===== src/rtl/seq_divider_if.sv =====
// seq_divider request/result bundle.
// Master drives the request, slave returns status and results.
interface seq_divider_if #(
    parameter int N = 8
);
    logic         start;
    logic         signed_op;
    logic [N-1:0] dividend;
    logic [N-1:0] divisor;
    logic         ready;
    logic         busy;
    logic         done;
    logic [N-1:0] quotient;
    logic [N-1:0] remainder;
    logic         div_by_zero;
    logic         overflow;

    modport master (
        output start,
        output signed_op,
        output dividend,
        output divisor,
        input  ready,
        input  busy,
        input  done,
        input  quotient,
        input  remainder,
        input  div_by_zero,
        input  overflow
    );

    modport slave (
        input  start,
        input  signed_op,
        input  dividend,
        input  divisor,
        output ready,
        output busy,
        output done,
        output quotient,
        output remainder,
        output div_by_zero,
        output overflow
    );
endinterface


===== src/rtl/seq_divider.sv =====
// Sequential radix-2 restoring divider, one quotient bit per cycle.
// Signed mode divides magnitudes, then fixes signs in a final cycle.
module seq_divider #(
    parameter int N         = 8,
    parameter bit SIGNED_EN = 1'b1
) (
    input  logic         clk,
    input  logic         rstn,
    seq_divider_if.slave bus
);

    localparam int CW = $clog2(N);
    localparam logic [CW-1:0] LAST = CW'(N - 1);
    localparam logic [N-1:0] ONE = {{(N-1){1'b0}}, 1'b1};
    localparam logic [N-1:0] MOST_NEG = {1'b1, {(N-1){1'b0}}};

    typedef enum logic [1:0] {
        S_IDLE,
        S_CALC,
        S_FIX,
        S_DONE
    } state_t;

    function automatic logic [N-1:0] neg2(input logic [N-1:0] x);
        return ~x + ONE;
    endfunction

    state_t         state_q, state_d;
    logic [CW-1:0]  cnt_q, cnt_d;
    logic [N-1:0]   rem_q, rem_d;
    logic [N-1:0]   dvd_q, dvd_d;
    logic [N-1:0]   dvs_q, dvs_d;
    logic           negq_q, negq_d;
    logic           negr_q, negr_d;
    logic           ovfp_q, ovfp_d;
    logic [N-1:0]   quot_q, quot_d;
    logic [N-1:0]   remo_q, remo_d;
    logic           dbz_q, dbz_d;
    logic           ovf_q, ovf_d;

    logic           ready_w;
    logic           accept;
    logic           dvs_zero;
    logic           sgn;
    logic           dvd_neg;
    logic           dvs_neg;
    logic [N-1:0]   dvd_mag;
    logic [N-1:0]   dvs_mag;
    logic [N:0]     rem_sh;
    logic [N:0]     diff;

    assign ready_w  = (state_q == S_IDLE) || (state_q == S_DONE);
    assign accept   = ready_w && bus.start;
    assign dvs_zero = (bus.divisor == '0);

    // Operand conditioning: signs and magnitudes at the accept edge.
    assign sgn     = SIGNED_EN && bus.signed_op;
    assign dvd_neg = sgn && bus.dividend[N-1];
    assign dvs_neg = sgn && bus.divisor[N-1];
    assign dvd_mag = dvd_neg ? neg2(bus.dividend) : bus.dividend;
    assign dvs_mag = dvs_neg ? neg2(bus.divisor) : bus.divisor;

    // (N+1)-bit trial: shifted partial remainder minus divisor.
    assign rem_sh = {rem_q, dvd_q[N-1]};
    assign diff   = rem_sh - {1'b0, dvs_q};

    // Next-state logic for the control FSM.
    always_comb begin
        state_d = state_q;
        unique case (state_q)
            S_IDLE, S_DONE: begin
                if (bus.start) begin
                    state_d = dvs_zero ? S_DONE : S_CALC;
                end else if (state_q == S_DONE) begin
                    state_d = S_IDLE;
                end
            end
            S_CALC: begin
                if (cnt_q == LAST) begin
                    state_d = S_FIX;
                end
            end
            S_FIX: begin
                state_d = S_DONE;
            end
            default: begin
                state_d = S_IDLE;
            end
        endcase
    end

    // Datapath next-state: capture, iterate, sign fix, result load.
    always_comb begin
        cnt_d  = cnt_q;
        rem_d  = rem_q;
        dvd_d  = dvd_q;
        dvs_d  = dvs_q;
        negq_d = negq_q;
        negr_d = negr_q;
        ovfp_d = ovfp_q;
        quot_d = quot_q;
        remo_d = remo_q;
        dbz_d  = dbz_q;
        ovf_d  = ovf_q;
        if (accept) begin
            cnt_d  = '0;
            rem_d  = '0;
            dvd_d  = dvd_mag;
            dvs_d  = dvs_mag;
            negq_d = dvd_neg ^ dvs_neg;
            negr_d = dvd_neg;
            ovfp_d = sgn && (bus.dividend == MOST_NEG) &&
                     (bus.divisor == '1);
            if (dvs_zero) begin
                quot_d = '1;
                remo_d = bus.dividend;
                dbz_d  = 1'b1;
                ovf_d  = 1'b0;
            end
        end else if (state_q == S_CALC) begin
            cnt_d = (cnt_q == LAST) ? '0 : cnt_q + 1'b1;
            if (!diff[N]) begin
                rem_d = diff[N-1:0];
                dvd_d = {dvd_q[N-2:0], 1'b1};
            end else begin
                rem_d = rem_sh[N-1:0];
                dvd_d = {dvd_q[N-2:0], 1'b0};
            end
        end else if (state_q == S_FIX) begin
            quot_d = negq_q ? neg2(dvd_q) : dvd_q;
            remo_d = negr_q ? neg2(rem_q) : rem_q;
            dbz_d  = 1'b0;
            ovf_d  = ovfp_q;
        end
    end

    // FSM state register.
    always_ff @(posedge clk or negedge rstn) begin
        if (!rstn) begin
            state_q <= S_IDLE;
        end else begin
            state_q <= state_d;
        end
    end

    // Datapath and result registers.
    always_ff @(posedge clk or negedge rstn) begin
        if (!rstn) begin
            cnt_q  <= '0;
            rem_q  <= '0;
            dvd_q  <= '0;
            dvs_q  <= '0;
            negq_q <= 1'b0;
            negr_q <= 1'b0;
            ovfp_q <= 1'b0;
            quot_q <= '0;
            remo_q <= '0;
            dbz_q  <= 1'b0;
            ovf_q  <= 1'b0;
        end else begin
            cnt_q  <= cnt_d;
            rem_q  <= rem_d;
            dvd_q  <= dvd_d;
            dvs_q  <= dvs_d;
            negq_q <= negq_d;
            negr_q <= negr_d;
            ovfp_q <= ovfp_d;
            quot_q <= quot_d;
            remo_q <= remo_d;
            dbz_q  <= dbz_d;
            ovf_q  <= ovf_d;
        end
    end

    assign bus.ready       = ready_w;
    assign bus.busy        = (state_q == S_CALC) || (state_q == S_FIX);
    assign bus.done        = (state_q == S_DONE);
    assign bus.quotient    = quot_q;
    assign bus.remainder   = remo_q;
    assign bus.div_by_zero = dbz_q;
    assign bus.overflow    = ovf_q;

endmodule


===== src/flat_wrapper.sv =====
// flat-port wrapper written by rule: the top's interface ports become plain ports
module seq_divider_flat 
#(
    parameter int N         = 8,
    parameter bit SIGNED_EN = 1'b1
)
  (clk, rstn, bus_start, bus_signed_op, bus_dividend, bus_divisor, bus_ready, bus_busy, bus_done, bus_quotient, bus_remainder, bus_div_by_zero, bus_overflow);
  seq_divider_if #(.N(N)) bus_i ();
  input  logic clk;
  input  logic rstn;
  input wire logic [$bits(bus_i.start)-1:0] bus_start;
  input wire logic [$bits(bus_i.signed_op)-1:0] bus_signed_op;
  input wire logic [$bits(bus_i.dividend)-1:0] bus_dividend;
  input wire logic [$bits(bus_i.divisor)-1:0] bus_divisor;
  output wire logic [$bits(bus_i.ready)-1:0] bus_ready;
  output wire logic [$bits(bus_i.busy)-1:0] bus_busy;
  output wire logic [$bits(bus_i.done)-1:0] bus_done;
  output wire logic [$bits(bus_i.quotient)-1:0] bus_quotient;
  output wire logic [$bits(bus_i.remainder)-1:0] bus_remainder;
  output wire logic [$bits(bus_i.div_by_zero)-1:0] bus_div_by_zero;
  output wire logic [$bits(bus_i.overflow)-1:0] bus_overflow;
  assign bus_i.start = bus_start;
  assign bus_i.signed_op = bus_signed_op;
  assign bus_i.dividend = bus_dividend;
  assign bus_i.divisor = bus_divisor;
  assign bus_ready = bus_i.ready;
  assign bus_busy = bus_i.busy;
  assign bus_done = bus_i.done;
  assign bus_quotient = bus_i.quotient;
  assign bus_remainder = bus_i.remainder;
  assign bus_div_by_zero = bus_i.div_by_zero;
  assign bus_overflow = bus_i.overflow;
  seq_divider #(.N(N), .SIGNED_EN(SIGNED_EN)) u_core (.clk(clk), .rstn(rstn), .bus(bus_i));
endmodule

===== config.mk =====
export PLATFORM = sky130hd
export DESIGN_NAME = seq_divider_flat
export DESIGN_NICKNAME = d
export VERILOG_FILES = /design/src/rtl/seq_divider_if.sv /design/src/rtl/seq_divider.sv /design/src/flat_wrapper.sv
export SDC_FILE = /design/constraint.sdc
export NUM_CORES = 1
export LEC_CHECK = 0
export ABC_AREA = 1
export ABC_CLOCK_PERIOD_IN_PS = 1750
export CORE_ASPECT_RATIO = 1.25
export CORE_UTILIZATION = 40
export CTS_BUF_LIST = sky130_fd_sc_hd__clkbuf_16
export CTS_CLUSTER_SIZE = 16
export DETAILED_ROUTE_END_ITERATION = 6
export PLACE_DENSITY = 0.63
export SLEW_MARGIN = 10
export SYNTH_ARGS = -nofsm -noshare
export SYNTH_HDL_FRONTEND = slang
export SYNTH_SLANG_ARGS = --single-unit

===== constraint.sdc =====
create_clock -name clk -period 1.75 [get_ports clk]
set_input_delay 0.2625 -clock clk [delete_from_list [all_inputs] [get_ports clk]]
set_output_delay 0.2625 -clock clk [all_outputs]
set_load 0.03 [all_outputs]

# After elaboration in Yosys (flattened, before gate mapping)
# Cells that the tools add are included.
# W data, S select, Z words.
# word_totals
ff_bits,50
wordCells,81
# classes
n_bitwise,5
reduce_logical,14
muxes,34
eq_ne,10
n_addsub,6
# op_table
op,count
$mux W8,17
$add A8 B1 Y8 const B,4
$not A8 Y8,4
$eq A8 B8 Y1 const B,2
$mux W1,9
$mux W3,3
$sub A9 B8 Y9,1
$logic_not A8 Y1,1
$mux W2,4
$pmux W2 S3,1
$logic_and A1 B1 Y1,5
$eq A2 B2 Y1 const B,2
$ne A2 B1 Y1 const B,2
$reduce_bool A2 Y1,2
$add A3 B1 Y3 const B,1
$eq A3 B3 Y1 const B,1
$ne A3 B3 Y1 const B,1
$reduce_and A3 Y1,1
$eq A2 B1 Y1 const B,1
$logic_not A2 Y1,1
$logic_or A1 B1 Y1,2
$ne A2 B2 Y1 const B,1
$reduce_and A2 Y1,1
$reduce_or A2 Y1,1
$xor A1 B1 Y1,1

# Depth between registers and ports, before layout
# Gate-level depths: netlist of run 1.
# logic_depth
ltp_word,6
ltp_mapped,13
mapped_depth_nobuf,13

# Least setup slack after synthesis of run 1
# Ideal clock, no wire load.
# synth_timing
kind,reg2reg
startpoint,register u_core.state_q[0]
endpoint,register u_core.state_q[1]
path_buffers,0
slack_ns,-0.183
path_stages_with_launch,9
arrival_time_ns,1.816
required_ns,1.633
period_less_slack_ns,1.933
cell_sequence,dfrtp_1 -> inv_1 -> ha_1 -> inv_1 -> or2_2 -> o21ai_1 -> inv_1 -> o21ai_1 -> inv_1
# synth_via
elab_chain_cells,4
word_cells_on_any_way,9
cone_classes,eq/ne: 5; mux: 1; reduce/logical: 3
# synth_lines
item,line_no,rtl
from (decl),seq_divider.sv:28,"state_t state_q, state_d;"
from (signal assigned),seq_divider.sv:142,state_q <= state_d;
$eq A2 B2 Y1 or $logic_not A2 Y1 (tied branches),"seq_divider.sv:70, seq_divider.sv:74",
$reduce_or A2 Y1,seq_divider.sv:70,unique case (state_q)
$ne A3 B3 Y1 (no line),n/a,
$reduce_and A2 Y1 (no line),n/a,
# Parallel ways exist; a longest one is shown, timed or not.
# A chain may end at the register's enable or synchronous reset.

# Worst setup path in the final report of run 1
# layout_timing
startpoint,register u_core.dvs_q[0]
endpoint,register u_core.rem_q[1]
# layout_via
elab_chain_cells,4
# layout_lines
item,line_no,rtl
from (decl),seq_divider.sv:32,"logic [N-1:0] dvs_q, dvs_d;"
from (signal assigned),seq_divider.sv:164,dvs_q <= dvs_d;
$sub A9 B8 Y9,seq_divider.sv:65,"assign diff = rem_sh - {1'b0, dvs_q};"
$mux W8,seq_divider.sv:122,if (!diff[N]) begin
$mux W8,seq_divider.sv:120,end else if (state_q == S_CALC) begin
$mux W8,seq_divider.sv:105,if (accept) begin
to (signal assigned),seq_divider.sv:162,rem_q <= rem_d;
to (decl),seq_divider.sv:30,"logic [N-1:0] rem_q, rem_d;"
# Every way passes these cells. The select of a mux whose other input is x is not followed.

==> results.md, run 1 <==
- Syn Nets: a little over 500
- Sink Count: 50
- Area of the mapped netlist: roughly 0.0034 mm2
- Clk_skew: 5.107 ps
- Critical Path Most Common Cell: nand2_2
- Mean Syn Cell Area: 7.249 um2
- Port Buf Inserts: 40
- Post-synthesis xor/xnor area fraction: 2.852%
- Initial Util: between 40% and 50%
- Setup ws final: -109.7 ps
- Min-Delay Path Class: in -> async
- Initial antenna violation count: 0
- Delay-heaviest family, CP: simple AND/OR/NAND/NOR gates
- Multiplexer share of the synthesized area: 0%
- Post-route setup TNS: -842.7 ps
- Primary FF master, synth: dfrtp_1
- Final Cycle Share: 106.3%
- WHS: 478.9 ps
- Setup slack, reg-to-reg: -110 ps
- Critical Path AT: 2090 ps
- Startpoint Class: flop
- TritonCTS clock tree: done
- Worst Path Max Fanout: 3
- TritonCTS buffer count: 5
- DRC: 2
- Bufs on Longest Clock Path: 2
- Synthesized instance count: 466
- GR Overflow Total: 0
- Leakage power total: 2.429 nW
- Most frequent cells in the layout: nand2_1 (116), buf_4 (68), inv_1 (67)
- Pre-CTS setup slack: -330.7 ps
- Count of cell types in the netlist: 37
- Synth Area in Compound Gates: between 10% and 20%
- Core Footprint: 0.008194 mm2
- Max-cap violations: 0
- Fillcell total: 716
- R2r endpoint: u_core.rem_q[1]
- H-tree depth: 2
- Placed wire-length estimate: 6995 um
- Fin nets: 617
- DR vias/cell: slightly above 5
- Number of synthesized register bits: 50
- Power per cell area: 2275 mW/mm2
- Reg2Reg Launch Point: u_core.dvs_q[0]
- Antenna Cells: 0
- Status: finished, violations left
- Vias: between 3,000 and 4,000
- First-pass GRT wire length: 15,640 um
- CP Capture Point: u_core.rem_q[1]
- Root buffer cell: clkbuf_16
- Slew Viols, Final: 0
- Worst rel slew slack: 71.66%
- Final setup viols: 9
- Yosys warning count: 0
- Synth area leaders: dfrtp_1 (37%), nand2_1 (14%), inv_1 (7.8%), nand3_1 (7.6%), ha_1 (6.7%)
- Top-area cell type share of the netlist area: 37.04%
- Num rows: 37
- Adder-Cell Fraction of Synth Area: 7.259%
- Die Width: 84.20 um
- Placer Congestion: 0.8596
- Ys async rst share: 100.0%
- Routed len/inst: 14.14 um
- Post-route ant nets: 0
- Gr usage total: 22.17%
- Hold Vio Cnt, Final: 0
- Worst slew pin tran: roughly 420 ps
- Buffers and inverters on the worst path: 2
- Skew-Pair Late Insertion Delay: 290 ps
- Levels on crit path: 12
- Die area: 0.008819 mm2
- Largest net degree at the start of global routing: 51
- Die height: 104.7 um
- Area leader, netlist: dfrtp_1
- First drt pass iteration count: 7
- Post-synthesis sequential area ratio: 37.04%
- Critical-path top delay cell: dfrtp_1
- CP Data Required Time: 1980 ps
- CP Cell Sequence: ha_4 > fa_2 > inv_2 > nand2_2 > nand2_2 > nand3_4 > nand2_4 > buf_4 > nand2_2 > nand3_2 > nand3_1 > nand2_1
- Total power: 10.96 mW
- Worst Reg-to-Reg Cells: 12
- F_max: 0.5377 GHz
- VDD IR max: about 1.3 mV
- Most common cell after layout, fill and taps aside: nand2_1
- IO Pins: 41
- Simple-gate share of the synthesized area: a little under a third
- Layout area overhead: 42.59%
- Initial drt markers: 155
- RSZ-0062 raised after global routing: true
- Largest family of logic cells by synthesized area: simple AND/OR/NAND/NOR gates
- Fin crit period: 1860 ps
- Crit path kind: reg -> reg
- Number of flops mapped to enable cells by yosys: 0
- Crit end category: flop
- Vias in the first global route: 3,304
- Clock-pin slew on the worst setup and hold paths: 70 ps
- CP Launch Point: u_core.dvs_q[0]
- Violated checks: DRC, setup timing
- Proportion of layout cells with a drive suffix above 1: 23.49%
- Largest stage delay, worst path: 410 ps
- Wirelength, routed: 9562 um
worst min-delay path, delay by kind of cell:
kind,cells,cell delay [ps]
buffers and inverters,3,890
Yosys cell counts (all sizes together) (3+ instances only):
cell,n
a21oi,11
a22oi,3
a31oi,7
buf,5
clkbuf,6
dfrtp,50
ha,18
inv,74
nand2,133
nand3,54
nand3b,3
nand4,4
nor2,33
nor3,3
o211ai,5
o21ai,31
o22ai,5
or2,3
xor2,9
power breakdown:
group | total (mW) | internal [mW] | switching [mW]
clock network | 1.13 | 0.678 | 0.456
registers | 2.13 | 1.70 | 0.428
logic | 7.69 | 3.29 | 4.40
total | 11.0 | 5.67 | 5.29
repair_timing:
item | CTS | global route
pin swaps | 8 | 21
endpoints found under the hold margin | 50 | 0
hold buffers | 1 | 0
gates cloned | 1 | 0
resized for setup | 15 | 34
setup buffers | 2 | 13
endpoints found under the setup margin | 16 | 21
metal layers:
layer,routed length (um),track usage [%],share of wire (%)
met1,4016,27.81,42
met2,5052,40.28,53
met3,338,2.686,3.5
met4,155,5.172,1.6
met5,0,0,0
final cells by class:
cell class | instances | area (um2) | share of cell area [%]
Tap cell | 97 | 121.4 | 2.519
Multi-Input combinational cell | 331 | 1986 | 41.22
Sequential cell | 50 | 1251 | 25.97
Clock buffer | 5 | 125.1 | 2.597
Inverter | 75 | 284.0 | 5.896
Clock inverter | 3 | 43.79 | 0.9091
Timing Repair Buffer | 115 | 1006 | 20.88
how the worst min path moves through the flow:
stage                    start                      end  slack, ps  depth (start not counted)
2_1_floorplan             rstn   u_core.bus.div_by_zero        -30                          0
3_3_place_gp              rstn  u_core.bus.remainder[4]        280                          2
3_5_place_dp              rstn  u_core.bus.remainder[5]        280                          2
4_1_cts        u_core.cnt_q[0]          u_core.cnt_q[0]        490                          1
5_1_grt        u_core.cnt_q[0]          u_core.cnt_q[0]        500                          1
6_report                  rstn  u_core.bus.remainder[4]        480                          3
registers in the layout, summed over array words and instances (netlist names):
| register | flops |
|---|---|
| u_core.bus.div_by_zero | 1 |
| u_core.bus.overflow | 1 |
| u_core.state_q | 2 |
| u_core.dvd_q | 8 |
| u_core.bus.quotient | 8 |
| u_core.rem_q | 8 |
| u_core.bus.remainder | 8 |
| u_core.negq_q | 1 |
| u_core.negr_q | 1 |
| u_core.ovfp_q | 1 |
| u_core.dvs_q | 8 |
| u_core.cnt_q | 3 |
stage by stage:
step	instances	area, um2	utilization [%]
floorplan	466	3401	-
global route	676	4817	58.79
finish	676	4817	58.79
global placement	651	4323	52.76
detailed placement	651	4323	52.76
CTS	663	4567	55.73
cells by family (layout without fill, tap and decap cells):
logic type,Yosys count,count (layout)
AOI/OAI and AO/OA,67,67
xor gates and xnor gates,11,11
and+or+nand+nor,233,234
buffers and inverters,86,198
DFF,50,50
adders and majority gates,19,19
No activity file was read; power rests on OpenSTA's default activity.
==> run 2, diff against run 1 <==
Settings changed: CORE_ASPECT_RATIO 1.25 to 0.8.
==> results.md, run 2 (synthesis gave the netlist of run 1 again) <==
- Fin crit period: approximately 1800 ps
- Initial drt markers: slightly above 300
- Fin nets: 605
- Gr usage total: between 20% and 30%
- Min-Delay Path Class: in -> async
- DR vias/cell: 4.993
- RSZ-0062 raised after global routing: true
- Core Footprint: slightly above 0.008 mm2
- Layout area overhead: 38.70%
- Routed len/inst: between 10 and 15 um
- Most common cell after layout, fill and taps aside: nand2_1
- Inst Count DP: ~660
- Startpoint Class: flop
- TritonCTS clock tree: done
- Vias in the first global route: 3,144
- CP Data Required Time: 1910 ps
- First-pass GRT wire length: 14,990 um
- Root buffer cell: clkbuf_16
- Antenna Cells: 0
- Clk_skew: 11.21 ps
- Post-route ant nets: 0
- Met1 Use GR: 32.22%
- Leakage power total: 2.374 nW
- GR Overflow Total: 0
- Bufs on Longest Clock Path: 2
- Final setup viols: 8
- Status: finished, violations left
- Largest net degree at the start of global routing: just over 50
- Slew Viols, Final: 0
- Placer Congestion: between 0.9 and 1
- Die Width: 104.7 um
- IO Pins: 41
- Setup ws final: -66.83 ps
- TritonCTS buffer count: 5
- Hold Vio Cnt, Final: 0
- Die height: roughly 84 um
- Initial Util: 41.94%
- Initial antenna violation count: 0
- Worst Path Max Fanout: 7
- Total power: 10.38 mW
- Proportion of layout cells with a drive suffix above 1: between 10% and 20%
- Most used routing layer: met1
- Sink Count: 50
- Worst slew pin tran: 378.0 ps
- Critical Path AT: approximately 2000 ps
- Final Cycle Share: 103.8%
- Vias: 3,370
- GR Util met2: approximately 32%
- Skew-Pair Late Insertion Delay: around 280 ps
- Port Buf Inserts: 40
- First drt pass iteration count: 5
- Crit path kind: reg -> reg
- Die area: 0.008820 mm2
- DRC: 0
- Crit end category: flop
- VDD IR max: roughly 1.3 mV
- Clock-pin slew on the worst setup and hold paths: 70 ps
- Non-filler cells in the finished layout: slightly below 700
- Violated checks: setup timing
- F_max: 0.5504 GHz
- Power per cell area: 2216 mW/mm2
- Wirelength, routed: between 8000 and 9000 um
- Worst rel slew slack: 74.80%
- H-tree depth: 2
- Max-cap violations: 0
- Global routing usage on met3: ~2.9%
- Placed wire-length estimate: 6938 um
- Num rows: 29
- Most frequent cells in the layout: nand2_1 (124), inv_1 (68), buf_4 (56)
run 2: changes by cell type in the layout (fill, tap and decap cells not counted), moves of 2 or more:
cell     previous run  this run
nand2_2            12         3
nand3_2             8         5
nand2_1           116       124
nand3_1            43        47
buf_4              68        56
nand2_4             3         5
nand2_8             3         1
ha_2                2         0
run 2: through the flow:
step	worst slack [ps]	hold WS (ps)	instance area, um2	TNS (ps)	utilization [%]
floorplan	1.430	-33.09	3401	0	-
global placement	-137.1	273.3	4312	-1880	53.53
detailed placement	-229.8	273.2	4312	-3605	53.53
CTS	-109.0	488.0	4559	-681.3	56.60
global route	-163.9	505.0	4686	-1197	58.17
finish	-66.83	485.9	4686	-352.3	58.17
run 2: final timing paths:
kind	from	endpoint	slack (ps)	depth (start not counted)
setup / recovery	u_core.dvs_q[0]	u_core.rem_q[2]	-70	12
hold / removal	rstn	u_core.bus.quotient[7]	490	3
setup reg to reg	u_core.dvs_q[0]	u_core.rem_q[2]	-70	12
hold reg to reg	u_core.bus.remainder[5]	u_core.bus.remainder[5]	490	2
max in group asynchronous	rstn	u_core.dvs_q[2]	1020	3
min in group clk	u_core.bus.remainder[5]	u_core.bus.remainder[5]	490	2
run 2: timing repair:
| item | CTS | global route |
|---|---|---|
| gates resized for setup | 10 | 23 |
| buffers inserted | 4 | 5 |
| hold endpoints to repair | 50 | 0 |
| hold buffers | 1 | 0 |
| endpoints found under the setup margin | 14 | 28 |
| pin swaps | 6 | 11 |
| cloned | 0 | 0 |
run 2: worst max-delay path: stages, from the launching register on:
cell     delay (ps)
dfrtp_1         410
ha_4            170
fa_2            330
inv_1            60
nand2_1          50
nand2_2          80
nand3_4         110
nand2_4         100
nand2_4          80
nand2_4         110
nand2_1          60
nand3_1          60
nand2_1          70
run 2: area by class of cell:
| class | count | area (um2) |
|---|---|---|
| fill | 756 | 3369 |
| clock inverter | 3 | 37.54 |
| clock buffer | 5 | 125.1 |
| inverter | 75 | 286.5 |
| timing repair buffer | 104 | 935.9 |
| sequential | 50 | 1251 |
| tap | 108 | 135.1 |
| multi-input combinational | 330 | 1914 |
run 2: power by group:
| group | internal, mW | leakage, nW | switching, mW |
|---|---|---|---|
| clock network | 0.664 | 0.0864 | 0.392 |
| logic | 3.14 | 1.67 | 4.08 |
| registers | 1.70 | 0.618 | 0.404 |
run 2: per-layer routing:
layer	vias to the layer above	share of wire, %
met4	0	0.62
met2	84	44
met3	6	5.1
li1	1718	-
met1	1562	51
met5	-	0
==> run 3, diff against run 2 <==
Settings changed: CORE_MARGIN from default to 3, PLACE_DENSITY 0.63 to default.
==> results.md, run 3 (synthesis gave the netlist of run 1 again) <==
- Wirelength, routed: 9304 um
- RSZ-0062 raised after global routing: true
- Worst Path Max Fanout: 2
- Startpoint Class: flop
- TritonCTS clock tree: done
- IO Pins: just over 40
- Routed len/inst: around 14 um
- Die height: 88.20 um
- Fin crit period: 1830 ps
- Non-filler cells in the finished layout: roughly 670
- Worst rel slew slack: between 70% and 80%
- VDD IR max: 1.383 mV
- Placer Congestion: 0.8575
- Initial antenna violation count: 0
- Skew-Pair Late Insertion Delay: 290 ps
- Clock-pin slew on the worst setup and hold paths: 70 ps
- Worst slew pin tran: 428.1 ps
- Fin nets: 604
- Power per cell area: 2220 mW/mm2
- Final Cycle Share: 104.6%
- Setup ws final: -79.95 ps
- Inst Count DP: 659
- Die area: between 0.009 and 0.01 mm2
- Bufs on Longest Clock Path: 2
- Layout area overhead: 37.22%
- Slew Viols, Final: 0
- Post-route cell area: 0.004636 mm2
- Critical Path AT: 2010 ps
- Clk_skew: slightly below 5 ps
- Vias: between 3,000 and 4,000
- Gr usage total: 20.55%
- Crit path kind: reg -> reg
- GR Overflow Total: 0
- DR vias/cell: about 5.1
- Most common cell after layout, fill and taps aside: nand2_1
- Die Width: 108.7 um
- Num rows: 29
- Initial drt markers: 170
- Multi-input gate area: 0.001901 mm2
- Initial Util: 41.94%
- Leakage power total: around 2.3 nW
- Placed wire-length estimate: approximately 7400 um
- First drt pass iteration count: 6
- Post-DP Area: 0.004324 mm2
- Min-Delay Path Class: in -> async
- Total power: around 10 mW
- Status: finished, violations left
- First-pass GRT wire length: 15,290 um
- Sink Count: 50
- Port Buf Inserts: 40
- Storage element area: 0.001251 mm2
- Max-cap violations: 0
- Post-route setup TNS: -258.2 ps
- Post-route ant nets: 0
- Violated checks: setup timing
- Core Footprint: between 0.008 and 0.009 mm2
- DRC: 0
- H-tree depth: 2
- Final setup viols: 7
- Antenna Cells: 0
- Pre-CTS setup slack: -180.5 ps
- Largest net degree at the start of global routing: 34
- Vias in the first global route: about 3,100
- CP Data Required Time: 1930 ps
- F_max: 0.5465 GHz
- Crit end category: flop
- Most frequent cells in the layout: nand2_1 (124), inv_1 (67), buf_4 (58)
- Root buffer cell: clkbuf_16
- Proportion of layout cells with a drive suffix above 1: 19.08%
- Hold Vio Cnt, Final: 0
- TritonCTS buffer count: 5
- Fillcell total: 754
[run 3: changes by cell type in the layout (fill, tap and decap cells not counted), moves of 2 or more]
cell | previous run | this run
buf_4 | 56 | 58
clkinv_2 | 0 | 2
nand3_2 | 5 | 3
buf_6 | 3 | 1
nand3_1 | 47 | 49
[run 3: metal layers]
layer | wire length, um | share of wire (%) | global-route usage (%)
met3 | 531 | 5.7 | 3.979
met2 | 4059 | 44 | 30.51
met1 | 4617 | 50 | 30.83
met4 | 95 | 1.0 | 4.817
met5 | 0 | 0 | 0
[run 3: worst paths after layout]
path | startpoint | end | slack, ps | cells after the start
setup / recovery | u_core.dvs_q[0] | u_core.rem_q[6] | -80 | 13
setup reg to reg | u_core.dvs_q[0] | u_core.rem_q[6] | -80 | 13
min in group clk | u_core.bus.remainder[5] | u_core.bus.remainder[5] | 480 | 2
hold reg to reg | u_core.bus.remainder[5] | u_core.bus.remainder[5] | 480 | 2
hold / removal | rstn | u_core.bus.quotient[0] | 440 | 2
max in group asynchronous | rstn | u_core.dvs_q[7] | 790 | 3
[run 3: critical path, stage by stage (launching register included)]
cell and delay (ps):
dfrtp_1 410, ha_4 170, fa_2 330, inv_1 60, nand2_1 50, nand2_2 90, buf_4 120, nand3b_1 120
nand2_1 90, nand2_1 50, nand2_1 70, nand2_1 50, nand3_1 70, nand2_1 50
[run 3: per-stage QoR]
stage          utilization (%)  hold slack, ps
3_5_place_dp             53.68           224.2
5_1_grt                  57.55           469.9
6_report                 57.55           440.1
2_1_floorplan                -          -33.09
4_1_cts                  56.62           449.5
3_3_place_gp             53.68           221.4
[run 3: area by class of cell]
cell class / instances / share of cell area, %
multi-input combinational: 331 / 41.00
sequential: 50 / 26.99
timing repair buffer: 102 / 19.41
inverter: 75 / 6.127
tap: 108 / 2.915
clock buffer: 5 / 2.699
clock inverter: 3 / 0.8637
[run 3: power by group]
group	switching, mW	internal [mW]
Sequential	0.409	1.70
Combinational	4.10	2.98
Clock	0.421	0.670
[run 3: repair_timing]
item	4_1_cts	5_1_grt
pin swaps	5	8
endpoints found under the hold margin	17	0
buffers inserted	3	2
hold buffers	1	0
gates resized for setup	12	11
gates cloned	1	0
setup endpoints to repair	14	21
